### config.mk
export PLATFORM = sky130hd
export DESIGN_NAME = if_fetch_stage
export DESIGN_NICKNAME = d
export VERILOG_FILES = /design/src/rtl/if_pkg.sv /design/src/rtl/if_hold_buf.sv /design/src/rtl/if_fetch_stage.sv
export SDC_FILE = /design/constraint.sdc
export NUM_CORES = 1
export LEC_CHECK = 0
export BUFFER_PORTS_ARGS = -buffer_cell sky130_fd_sc_hd__buf_4
export CORE_ASPECT_RATIO = 1.25
export CORE_UTILIZATION = 45
export CTS_CLUSTER_DIAMETER = 80
export DETAILED_ROUTE_END_ITERATION = 16
export PLACE_DENSITY = 0.68
export SLEW_MARGIN = 20
export SYNTH_ARGS = -nofsm -noshare
export SYNTH_HDL_FRONTEND = slang
export SYNTH_HIERARCHICAL = 1
export SYNTH_SLANG_ARGS = --single-unit
### constraint.sdc
create_clock -name clk -period 4.7 [get_ports clk]
set_input_delay 0 -clock clk [delete_from_list [all_inputs] [get_ports clk]]
set_output_delay 0 -clock clk [all_outputs]
set_load 0.01 [all_outputs]
### src/rtl/if_pkg.sv
// ---------------------------------------------------------------------------
// if_pkg
// Shared definitions for the instruction fetch stage:
//   - if_state_e  : fetch FSM state encoding (2 bits)
//   - RESET_INSTR : NOP word loaded into IF/ID on reset and flush
//   - next_word() : word-addressed sequential successor (wraps mod 2^32)
// ---------------------------------------------------------------------------
package if_pkg;

  typedef enum logic [1:0] {
    FETCH = 2'd0,  // issue a request for the current pc
    WAIT  = 2'd1,  // request outstanding, address frozen
    HOLD  = 2'd2,  // fetched word parked while ID is stalled
    DROP  = 2'd3   // request outstanding but squashed by a redirect
  } if_state_e;

  localparam logic [31:0] RESET_INSTR = 32'h0000_0000;

  function automatic logic [31:0] next_word(input logic [31:0] addr);
    return addr + 32'd1;
  endfunction

endpackage

### src/rtl/if_hold_buf.sv
// ---------------------------------------------------------------------------
// if_hold_buf
// One-entry buffer holding {instr, pc+1} for a word that came back from
// memory while ID was stalled. clear has priority over load.
// Ports:
//   clk, rst               clock, asynchronous active-low reset
//   load                   capture instr_in / pc_plus_1_in
//   clear                  empty the buffer
//   instr_in, pc_plus_1_in data to capture
//   valid                  buffer holds an entry
//   instr, pc_plus_1       buffered contents
// ---------------------------------------------------------------------------
module if_hold_buf
  import if_pkg::*;
(
  input  logic        clk,
  input  logic        rst,
  input  logic        load,
  input  logic        clear,
  input  logic [31:0] instr_in,
  input  logic [31:0] pc_plus_1_in,
  output logic        valid,
  output logic [31:0] instr,
  output logic [31:0] pc_plus_1
);

  logic        valid_d, valid_q;
  logic [31:0] instr_d, instr_q;
  logic [31:0] pc1_d, pc1_q;

  // Next buffer contents: clear wins, then load, otherwise hold.
  always_comb begin
    valid_d = valid_q;
    instr_d = instr_q;
    pc1_d   = pc1_q;
    if (clear) begin
      valid_d = 1'b0;
      instr_d = RESET_INSTR;
      pc1_d   = 32'd0;
    end else if (load) begin
      valid_d = 1'b1;
      instr_d = instr_in;
      pc1_d   = pc_plus_1_in;
    end else begin
      valid_d = valid_q;
    end
  end

  // Buffer storage with asynchronous reset to empty.
  always_ff @(posedge clk or negedge rst) begin
    if (!rst) begin
      valid_q <= 1'b0;
      instr_q <= RESET_INSTR;
      pc1_q   <= 32'd0;
    end else begin
      valid_q <= valid_d;
      instr_q <= instr_d;
      pc1_q   <= pc1_d;
    end
  end

  assign valid     = valid_q;
  assign instr     = instr_q;
  assign pc_plus_1 = pc1_q;

endmodule

### src/rtl/if_fetch_stage.sv
// ---------------------------------------------------------------------------
// if_fetch_stage
// Fetches the instruction at pc over a req/ack memory port and loads the
// IF/ID pipeline register. A four-state FSM (FETCH/WAIT/HOLD/DROP) plus a
// one-entry hold buffer absorbs memory latency, ID stalls and redirects.
// Ports:
//   clk, rst           clock, asynchronous active-low reset
//   pc                 current PC (word address)
//   pc_plus_1_if       combinational pc + 1 back to the PC generator
//   imem_req/addr      fetch request (level) and word address
//   imem_ack/rdata     memory response
//   stall_if           ID cannot accept; IF/ID holds
//   flush_if           redirect; squash IF/ID and any in-flight fetch
//   fetch_busy         PC must hold (ORed into stall_pc by the controller)
//   instr_id, pc_plus_1_id, valid_id   IF/ID register
// ---------------------------------------------------------------------------
module if_fetch_stage
  import if_pkg::*;
(
  input  logic        clk,
  input  logic        rst,
  input  logic [31:0] pc,
  output logic [31:0] pc_plus_1_if,
  output logic        imem_req,
  output logic [31:0] imem_addr,
  input  logic        imem_ack,
  input  logic [31:0] imem_rdata,
  input  logic        stall_if,
  input  logic        flush_if,
  output logic        fetch_busy,
  output logic [31:0] instr_id,
  output logic [31:0] pc_plus_1_id,
  output logic        valid_id
);

  if_state_e   state_d, state_q;
  // Low for the first cycle after reset so the request rises one cycle
  // after release and drops asynchronously when reset asserts.
  logic        started_d, started_q;
  logic [31:0] req_addr_d, req_addr_q;
  logic [31:0] instr_id_d, instr_id_q;
  logic [31:0] pc1_id_d, pc1_id_q;
  logic        valid_id_d, valid_id_q;

  logic        hb_load_s, hb_clear_s, hb_valid_s;
  logic [31:0] hb_instr_s, hb_pc1_s;
  logic [31:0] fetch_addr_s, fetch_pc1_s;
  logic        req_s, busy_s;
  logic        bubble_valid_s;

  assign pc_plus_1_if = next_word(pc);

  // A new request presents pc directly; once outstanding the latched
  // address is used so imem_addr cannot move before the ack.
  assign fetch_addr_s   = (state_q == FETCH) ? pc : req_addr_q;
  assign fetch_pc1_s    = next_word(fetch_addr_s);
  // Nothing new for ID: keep IF/ID if ID is stalled, else insert a bubble.
  assign bubble_valid_s = stall_if ? valid_id_q : 1'b0;

  if_hold_buf u_hold_buf (
    .clk          (clk),
    .rst          (rst),
    .load         (hb_load_s),
    .clear        (hb_clear_s),
    .instr_in     (imem_rdata),
    .pc_plus_1_in (fetch_pc1_s),
    .valid        (hb_valid_s),
    .instr        (hb_instr_s),
    .pc_plus_1    (hb_pc1_s)
  );

  // FSM next state, request/busy outputs and IF/ID + hold buffer control.
  always_comb begin
    state_d    = state_q;
    started_d  = 1'b1;
    req_addr_d = req_addr_q;
    instr_id_d = instr_id_q;
    pc1_id_d   = pc1_id_q;
    valid_id_d = valid_id_q;
    hb_load_s  = 1'b0;
    hb_clear_s = 1'b0;
    req_s      = 1'b0;
    busy_s     = 1'b1;
    case (state_q)
      FETCH: begin
        req_s      = started_q;
        req_addr_d = pc;
        if (!started_q) begin
          valid_id_d = bubble_valid_s;
        end else if (flush_if) begin
          // Flush beats stall and ack; any returned word is discarded.
          valid_id_d = 1'b0;
          instr_id_d = RESET_INSTR;
          hb_clear_s = 1'b1;
        end else if (imem_ack) begin
          if (stall_if) begin
            hb_load_s = 1'b1;
            state_d   = HOLD;
          end else begin
            instr_id_d = imem_rdata;
            pc1_id_d   = fetch_pc1_s;
            valid_id_d = 1'b1;
            busy_s     = 1'b0;
          end
        end else begin
          state_d    = WAIT;
          valid_id_d = bubble_valid_s;
        end
      end
      WAIT: begin
        req_s = 1'b1;
        if (flush_if) begin
          // The request cannot be withdrawn; wait out its ack in DROP.
          state_d    = DROP;
          valid_id_d = 1'b0;
          instr_id_d = RESET_INSTR;
          hb_clear_s = 1'b1;
        end else if (imem_ack) begin
          if (stall_if) begin
            hb_load_s = 1'b1;
            state_d   = HOLD;
          end else begin
            state_d    = FETCH;
            instr_id_d = imem_rdata;
            pc1_id_d   = fetch_pc1_s;
            valid_id_d = 1'b1;
            busy_s     = 1'b0;
          end
        end else begin
          valid_id_d = bubble_valid_s;
        end
      end
      HOLD: begin
        if (flush_if) begin
          state_d    = FETCH;
          valid_id_d = 1'b0;
          instr_id_d = RESET_INSTR;
          hb_clear_s = 1'b1;
        end else if (!stall_if) begin
          // The parked word is accepted now, so the PC may advance.
          state_d    = FETCH;
          instr_id_d = hb_instr_s;
          pc1_id_d   = hb_pc1_s;
          valid_id_d = hb_valid_s;
          hb_clear_s = 1'b1;
          busy_s     = 1'b0;
        end else begin
          state_d = HOLD;
        end
      end
      DROP: begin
        req_s      = 1'b1;
        valid_id_d = bubble_valid_s;
        if (imem_ack) begin
          state_d = FETCH;
        end else begin
          state_d = DROP;
        end
      end
      default: begin
        state_d    = FETCH;
        valid_id_d = 1'b0;
        instr_id_d = RESET_INSTR;
        hb_clear_s = 1'b1;
      end
    endcase
  end

  // State, request address and IF/ID register with asynchronous reset.
  always_ff @(posedge clk or negedge rst) begin
    if (!rst) begin
      state_q    <= FETCH;
      started_q  <= 1'b0;
      req_addr_q <= 32'd0;
      instr_id_q <= RESET_INSTR;
      pc1_id_q   <= 32'd0;
      valid_id_q <= 1'b0;
    end else begin
      state_q    <= state_d;
      started_q  <= started_d;
      req_addr_q <= req_addr_d;
      instr_id_q <= instr_id_d;
      pc1_id_q   <= pc1_id_d;
      valid_id_q <= valid_id_d;
    end
  end

  assign imem_req     = req_s;
  assign imem_addr    = fetch_addr_s;
  assign fetch_busy   = busy_s;
  assign instr_id     = instr_id_q;
  assign pc_plus_1_id = pc1_id_q;
  assign valid_id     = valid_id_q;

endmodule

==> results of run 1 <==
[power by group through the flow]
stage	Combinational, mW	Clock [mW]	Sequential, mW
global placement	3.03	0	2.23
detailed placement	3.07	0	2.22
global route	3.40	1.60	2.25
floorplan	1.75	0	2.24
CTS	3.11	1.54	2.20
finish	3.10	1.51	2.20
[cell type report]
cell class / instances / area [um^2] / area share
Sequential cell: 165 / 4130 / 0.354
Clock inverter: 14 / 198 / 0.0170
Timing Repair Buffer: 268 / 2150 / 0.185
Tap cell: 261 / 327 / 0.0280
Inverter: 26 / 97.6 / 0.00838
Multi-Input combinational cell: 657 / 4310 / 0.370
Clock buffer: 18 / 439 / 0.0377
[worst max path at each step]
stage                                  end  startpoint  slack (ns)  depth (start not counted)
final                     pc_plus_1_id[28]  state_q[0]        1.35                         10
after global routing      pc_plus_1_id[28]  state_q[0]        1.06                         10
after CTS                 pc_plus_1_id[28]  state_q[0]        1.35                         10
after detailed placement  pc_plus_1_id[28]  state_q[0]        1.35                         10
after global placement    pc_plus_1_id[28]  state_q[0]        1.42                         10
after floorplan           pc_plus_1_id[28]  state_q[1]        0.96                         14
[metrics by stage]
stage           util  power [mW]  worst slack [ns]  hold WS (ns)  cells
3_5_place_dp   0.551        5.29              1.35        0.0424   1322
4_1_cts        0.613        6.86              1.35        0.0108   1409
2_1_floorplan      -        3.99             0.957        -0.296    906
3_3_place_gp   0.551        5.26              1.42        0.0350   1322
5_1_grt        0.614        7.24              1.06        0.0343   1409
6_report       0.614        6.82              1.35        0.0201   1409
[sequential cells by signal, summed over array words and instances (netlist names)]
signal / cells
instr_id: 32
pc_plus_1_id: 32
req_addr_q: 32
u_hold_buf/instr: 32
u_hold_buf/pc_plus_1: 32
state_q: 2
started_q: 1
u_hold_buf/valid: 1
valid_id: 1
[what timing repair did]
action                                 4_1_cts  5_1_grt
buffers inserted                             0        0
setup endpoints to repair                    0        0
endpoints found under the hold margin      151        0
hold buffers                                55        0
[tightest hold or removal path, cell delays in order]
cell and delay [ns]:
buf_4 0.11, mux2i_1 0.15, inv_1 0.13
[cell families (layout without fill, tap and decap cells)]
family	Yosys count	in the layout
xor gates and xnor gates	55	55
adders and majority gates	2	2
AOI/OAI and AO/OA	137	137
and+or+nand+nor	348	348
DFF	165	165
muxes	114	114
other	1	1
buffers and inverters	84	326
[cell usage after synthesis, drive strengths merged (11+ instances only)]
library cell / count / area share
o21ai: 22 / 0.012
clkbuf: 34 / 0.015
inv: 26 / 0.011
nand2: 128 / 0.054
dfrtp: 165 / 0.47
nor3: 11 / 0.0062
o211ai: 18 / 0.015
and3: 18 / 0.013
o31ai: 34 / 0.029
mux2i: 109 / 0.12
nand3: 27 / 0.016
a21oi: 20 / 0.011
xor2: 18 / 0.018
nor2: 112 / 0.048
buf: 24 / 0.020
xnor2: 37 / 0.037
[per-layer routing]
layer	GRT usage	part of all wire
met1	0.310	0.44
met4	0.0663	0.011
met5	0	0
met2	0.404	0.49
met3	0.0484	0.056
[cells in the final DEF, fill, tap and decap left out, drive strengths merged, types with 20 or more instances in the layout]
| cell | instances |
|---|---|
| a21oi | 20 |
| o31ai | 34 |
| nor2 | 112 |
| xnor2 | 37 |
| mux2i | 109 |
| dfrtp | 165 |
| nand2 | 128 |
| inv | 30 |
| o21ai | 22 |
| nand3 | 27 |
| dlygate4sd3 | 55 |
| buf | 213 |
==> reports/results.ini, run 1 <==
[status]
status=complete, no violations

[clock_tree]
ctsResizeCount=0
worstSkewPairLatency_ns=0.43
htree_levels=4
clock_sinks=165
root_buffer=clkbuf_16
clk_path_buf_depth=2
clk_pin_slew_ns=0.07
cts_tree=done
cts_buffers=17

[power_and_ir_drop]
leakage_nw=5.45
power_frac_comb=0.455
p_int_mw=4.11
p_seq_frac=0.323
p_sw_mw=2.71
switching_share=0.398
vdd_drop_max_uv=372
p_clk_frac=0.222
p_per_area_nw_per_um2=585

[logic_synthesis]
synth_simple_gate_area_frac=0.187
synth-seq-cells=165
ys_seq_area_frac=0.468
synthArstFlopShare=1.00
synth_mux_area_frac=0.130
synth-edff-count=0
synthCells=906
synth_area_um2=8820
synth_top_family_by_area=simple AND/OR/NAND/NOR gates
syn_area_per_cell_um2=9.73
synth_xor_area_frac=0.0546
synth_warnings=6
synth_compound_gate_area_share=0.110
yosys.cell_types.count=55
syn-num-nets=977
synth_fa_ha_area_frac=0.00284
ys.flop_type=dfrtp_1

[critical_path]
start_kind=register
reg2reg_to=pc_plus_1_id[28]
critical-path-slowest-cell=dfrtp_1
ff2ff_setup_slack_ns=1.35
slowest_delay_ns=0.59
path_class=reg2reg
cp_num_buf_inv=2
r2r-start=state_q[0]
critical-path-top-delay-family=simple AND/OR/NAND/NOR gates
crit_path_cell_trace=or2_2, mux2i_1, inv_1, ha_1, inv_1, a221oi_2, nand4_2, or3_1, nand3_1, or3b_1
path_max_fanout=18
arrival_ns=3.65
critPathCaptureType=register
crit_top_cell=inv_1
reg2reg_depth=10
cp.required_ns=5.00

[min_path]
whs_path_depth=3
hold_start=pc[22]
holdPathEnd=req_addr_q[22]
hp-class=in2reg

[sta]
fmax_mhz=299
fin_crit_sh=0.712
hold_violations=0
rsz0062_at_grt=false
min_period_ns=3.35
tns_ns=0
worst_slew_pin_slew_ns=1.02
max_slew_margin=0.315
fin_skew_ns=0.0130
setup_viol=0
drv_slew=0

[floorplanning]
dieWidth_um=127
start_util=0.464
num_io_pins=200
dieArea_um2=20200
coreArea_um2=19000
rows=56
die_h_um=159

[routing]
wirelength_mm=23.4
ant_nets=0
wl_per_cell_um=16.6
vias=7553
post-route-drc-count=0
via_per_inst=5.36
drtIter0Drc=451
first_pass_iters=5

[placement]
placed_area_um2=10500
place_congestion=0.863
port_buffers=199
dp_hpwl_mm=16.0

[flow_run]
max-cap-violations=0

[grt]
grt_first_pass_wirelength_mm=37.9
grt_max_degree=67
grt_overflow_total=0
antenna_found_initial=0
grt_pass1_vias=7397
track_usage=0.239

[final_layout]
area_growth_pct=32.1
layout.nets=1206
antenna_cells=0
stdcell_area_um2=11600
fill_cells=1628
drive_above_1_share=0.239

Note: power is estimated with default switching activity, not from simulation.
==> inputs of run 2 (changes only) <==
- clock period: 4.7 -> 3.1 ns (I/O delays scaled with it)
==> run 2 against run 1 <==
Effect of this change: via count increased by 0.94%; power increased by 54%; core utilization increased by 0.84 points; routed wire length increased by 4.1%; die area unchanged; critical path depth decreased by 3; maximum frequency increased by 22%; largest cell class unchanged.
==> reports/results.ini, run 2 (synthesis gave the netlist of run 1 again) <==
[sta]
rsz0062_at_grt=false
tns_ns=0  ; unchanged
fmax_mhz=365  ; +22%
hold_violations=0  ; unchanged
max_slew_margin=0.310  ; -0.00450
worst_slew_pin_slew_ns=1.03  ; +0.00672 ns
drv_slew=0  ; unchanged
fin_crit_sh=0.883  ; +0.171
setup_viol=0  ; unchanged
min_period_ns=2.74  ; -0.608 ns
fin_skew_ns=0.00993  ; -0.00312 ns

[critical_path]
start_kind=register
cp-startpoint=state_q[1]
crit_path_cell_trace=buf_12, or4bb_1, a22oi_2, nand4_2, nor4_2, xnor2_1, a221o_1
cp_num_buf_inv=1  ; -1
path_max_fanout=38  ; +20
ff2ff_setup_slack_ns=0.36  ; -0.99 ns
arrival_ns=3.04  ; -0.61 ns
critical-path-slowest-cell=or4bb_1
critical-path-top-delay-family=simple AND/OR/NAND/NOR gates
r2r-start=state_q[1]
path_class=reg2reg
critPathCaptureType=register
slowest_delay_ns=0.55  ; -0.04 ns
cp.required_ns=3.40  ; -1.60 ns

[floorplanning]
die_h_um=159  ; unchanged
dieArea_um2=20200  ; unchanged
num_io_pins=200  ; unchanged
coreArea_um2=19000  ; unchanged
dieWidth_um=127  ; unchanged
rows=56  ; unchanged
start_util=0.464  ; unchanged

[routing]
ant_nets=0  ; unchanged
vias=7624  ; +0.94%
wirelength_mm=24.3  ; +4.1%
wl_per_cell_um=17.1  ; +3.1%
via_per_inst=5.36  ; about the same
first_pass_iters=5  ; unchanged
drtIter0Drc=494  ; +9.5%
post-route-drc-count=0  ; unchanged

[clock_tree]
worstSkewPairLatency_ns=0.42  ; about the same
clock_sinks=165  ; unchanged
cts_tree=done
hold_buffers=54  ; -1.8%
cts_buffers=17  ; unchanged
clk_path_buf_depth=2  ; unchanged
clk_pin_slew_ns=0.07  ; about the same
ctsResizeCount=0  ; unchanged
root_buffer=clkbuf_16
htree_levels=4  ; unchanged
cts_setup_buffers=0  ; unchanged

[final_layout]
antenna_cells=0  ; unchanged
mostFrequentLayoutCell=buf_4
final_cell_mix=buf_4 (225), dfrtp_1 (165), nand2_1 (128)
fill_cells=1613  ; -0.92%
seq_area_um2=4130  ; unchanged
fin_cells=1422  ; +0.92%
layout.nets=1220  ; +1.2%
multi_input_area_um2=4340  ; +0.87%
drive_above_1_share=0.252  ; +0.0128
area_growth_pct=33.9

[min_path]
hold_start=pc[16]
hp-class=in2reg

[placement]
place_congestion=0.822  ; -4.8%
post-place-cells=1337  ; +1.1%
port_buffers=199  ; unchanged
dp_hpwl_mm=16.7  ; +4.8%

[power_and_ir_drop]
leakage_nw=5.53  ; +1.5%
vdd_drop_max_uv=392  ; +5.5%
p_per_area_nw_per_um2=891  ; +52%

[grt]
grt_pass1_vias=7578  ; +2.4%
grt_max_degree=76  ; +13%
track_usage=0.251  ; +0.0124
antenna_found_initial=0  ; unchanged
grt_overflow_total=0  ; unchanged
grt_first_pass_wirelength_mm=39.6  ; +4.6%

[status]
status=complete, no violations

[flow_run]
max-cap-violations=0  ; unchanged

run 2: changes by cell type in the layout (fill, tap and decap cells not counted), sizes merged:
cell         delta
buf            +15
clkbuf          +2
clkinv          -2
clkinvlp        +1
dlygate4sd3     -1
inv             -2
run 2: report_power, final:
| part | switching [mW] | total (mW) | internal (mW) |
|---|---|---|---|
| Combinational | 2.80 | 4.91 | 2.12 |
| Sequential | 0.482 | 3.34 | 2.86 |
| Clock | 0.881 | 2.28 | 1.39 |
| Total | 4.16 | 10.5 | 6.37 |
run 2: worst paths after layout:
check,end,cells after the start
min reg2reg,instr_id[24],2
max in group asynchronous,instr_id[1],3
max reg2reg,pc_plus_1_id[23],7
min,req_addr_q[16],2
min in group asynchronous,u_hold_buf/instr[25],2
max,pc_plus_1_id[23],7
run 2: layout make-up:
class,instances,share of cell area
multi-input combinational,657,0.368
tap,261,0.0277
sequential,165,0.350
inverter,26,0.00826
timing repair buffer,282,0.193
clock buffer,20,0.0387
clock inverter,11,0.0147
run 2: metal layers:
layer	global-route usage	vias up	part of all wire
met5	0	-	0
met1	0.335	3695	0.44
met2	0.415	262	0.49
met3	0.0487	20	0.057
li1	-	3647	-
met4	0.0748	0	0.012
run 2: through the flow:
stage / hold WS (ns) / util / setup WS [ns] / total power, mW / area (um^2)
after floorplan: -0.296 / - / 0.0132 / 6.15 / 8890
after global placement: 0.0801 / 0.560 / 0.402 / 8.18 / 10600
after detailed placement: 0.0836 / 0.560 / 0.375 / 8.21 / 10600
after CTS: 0.000482 / 0.622 / 0.354 / 10.6 / 11800
after global routing: 0.0116 / 0.622 / 0.119 / 11.2 / 11800
final: 0.0166 / 0.622 / 0.361 / 10.5 / 11800
==> inputs of run 3 (changes only) <==
- GPL_ROUTABILITY_DRIVEN: not set -> 0
- PLACE_DENSITY: 0.68 -> not set
- PLACE_DENSITY_LB_ADDON: not set -> 0.1
==> run 3 against run 2 <==
Effect of this change: sequential cell count stayed put; die area did not move; setup slack worse by 0.18 ns; non-clock buffer count stayed put; worst hold slack gained 0.011 ns; critical endpoint is now pc_plus_1_id[31]; core utilization decreased by 0.11 points; register-to-register slack got worse by 0.18 ns; critical path type unchanged; sequential share of layout area is 0.063 points higher; via count fell by 1.1%; cell area decreased by 0.18%.
==> reports/results.ini, run 3 (synthesis gave the netlist of run 1 again) <==
[grt]
grt_first_pass_wirelength_mm=39.2  ; -0.98%
antenna_found_initial=0  ; unchanged
grt_overflow_total=0  ; unchanged
grt_max_degree=84  ; +11%
grt_pass1_vias=7493  ; -1.1%
track_usage=0.250  ; -0.000813

[sta]
fmax_mhz=342  ; -6.3%
fin_skew_ns=0.0112  ; +0.00132 ns
drv_slew=0  ; unchanged
max_slew_margin=0.271  ; -0.0391
worst_slew_pin_slew_ns=1.09  ; +0.0584 ns
rsz0062_at_grt=false
setup_viol=0  ; unchanged
fin_crit_sh=0.943  ; +0.0593
min_period_ns=2.92  ; +0.184 ns
hold_violations=0  ; unchanged
tns_ns=0  ; unchanged

[power_and_ir_drop]
leakage_nw=5.53  ; -0.16%
p_per_area_nw_per_um2=879  ; -1.4%
vdd_drop_max_uv=445  ; +13%
power_mw=10.4  ; -1.6%

[clock_tree]
clk_pin_slew_ns=0.07  ; about the same
clock_sinks=165  ; unchanged
cts_buffers=17  ; unchanged
worstSkewPairLatency_ns=0.42  ; about the same
root_buffer=clkbuf_16
cts_tree=done
ctsResizeCount=0  ; unchanged
htree_levels=4  ; unchanged
clk_path_buf_depth=2  ; unchanged

[final_layout]
mostFrequentLayoutCell=buf_4
fill_cells=1648  ; +2.2%
layout.nets=1220  ; unchanged
antenna_cells=0  ; unchanged
final_cell_mix=buf_4 (222), dfrtp_1 (165), nand2_1 (128)
fin_util=0.621  ; -0.00112
area_growth_pct=33.7
drive_above_1_share=0.252  ; +0.000644

[critical_path]
critical-path-slowest-cell=dfrtp_1
cp_num_cells=7  ; unchanged
ff2ff_setup_slack_ns=0.18  ; -0.18 ns
crit_end=pc_plus_1_id[31]
arrival_ns=3.22  ; +0.18 ns
path_class=reg2reg
reg2reg_to=pc_plus_1_id[31]
critical-path-top-delay-family=simple AND/OR/NAND/NOR gates
critPathCaptureType=register
path_max_fanout=28  ; -26%
slowest_delay_ns=0.56  ; about the same
cp.required_ns=3.40  ; about the same
cp-startpoint=state_q[0]
crit_path_cell_trace=buf_4, or4bb_1, a22oi_1, or3b_1, nor4_1, xnor2_1, a221o_1
r2r-start=state_q[0]
reg2reg_depth=7  ; unchanged
cp_num_buf_inv=1  ; unchanged
start_kind=register

[routing]
wirelength_mm=24.1  ; -1.1%
ant_nets=0  ; unchanged
vias=7539  ; -1.1%
first_pass_iters=6  ; +1
via_per_inst=5.30  ; -1.2%
drtIter0Drc=401  ; -19%
wl_per_cell_um=16.9  ; -1.2%
post-route-drc-count=0  ; unchanged

[floorplanning]
coreArea_um2=19000  ; unchanged
num_io_pins=200  ; unchanged
die_h_um=159  ; unchanged
dieArea_um2=20200  ; unchanged
start_util=0.464  ; unchanged
rows=56  ; unchanged
dieWidth_um=127  ; unchanged

[placement]
dp_hpwl_mm=16.6  ; -0.68%
port_buffers=199  ; unchanged

[min_path]
hp-class=in2reg

[flow_run]
max-cap-violations=0  ; unchanged

[status]
status=complete, no violations

## run 3: cell count changes in the layout (fill, tap and decap cells not counted), sizes merged
cell         change
buf              -1
inv              +4
clkinv           +3
clkinvlp         -1
clkbuf           -2
dlygate4sd3      +1
bufinv           -3
## run 3: worst min-delay path: cells and delay by family
kind	cells	cell delay [ns]
multiplexers	1	0.09
buffers and inverters	3	0.32
## run 3: worst min path at each step
stage / slack (ns) / cells after the start / endpoint / from
6_report: 0.03 / 4 / req_addr_q[30] / pc[30]
5_1_grt: 0.03 / 4 / req_addr_q[30] / pc[30]
4_1_cts: 0.02 / 4 / req_addr_q[30] / pc[30]
3_5_place_dp: 0.11 / 1 / instr_id[25] / rst
3_3_place_gp: 0.10 / 1 / instr_id[23] / rst
2_1_floorplan: -0.30 / 0 / instr_id[0] / rst
## run 3: final cells by class
cell class	instances	area (um^2)	area share
Tap cell	261	327	0.0277
Clock buffer	18	439	0.0373
Inverter	26	97.6	0.00828
Clock inverter	14	143	0.0121
Multi-Input combinational cell	657	4340	0.369
Sequential cell	165	4130	0.350
Timing Repair Buffer	282	2310	0.196
## run 3: metal layers
metal,GRT usage,wire (um),share of wire
met5,0,0,0
met4,0.0850,481,0.020
met1,0.324,10700,0.45
met3,0.0477,1060,0.044
met2,0.422,11800,0.49
## run 3: stage by stage
| step | setup slack, ns | area, um^2 | hold WS [ns] | cells |
|---|---|---|---|---|
| 6_report | 0.178 | 11800 | 0.0273 | 1423 |
| 5_1_grt | 0.0311 | 11800 | 0.0334 | 1423 |
| 4_1_cts | 0.194 | 11800 | 0.0226 | 1423 |
| 3_5_place_dp | 0.209 | 10700 | 0.110 | 1336 |
| 3_3_place_gp | 0.292 | 10700 | 0.103 | 1336 |
| 2_1_floorplan | 0.0132 | 8890 | -0.296 | 906 |
## run 3: repair_timing
item | CTS | global route
endpoints found under the hold margin | 167 | 0
endpoints found under the setup margin | 0 | 0
hold buffers | 55 | 0
buffers inserted | 0 | 0
## run 3: power breakdown
| part | total [mW] | internal [mW] | switching, mW |
|---|---|---|---|
| combinational | 4.89 | 2.13 | 2.76 |
| clock | 2.09 | 1.15 | 0.940 |
| sequential | 3.37 | 2.85 | 0.519 |
| total | 10.4 | 6.14 | 4.22 |
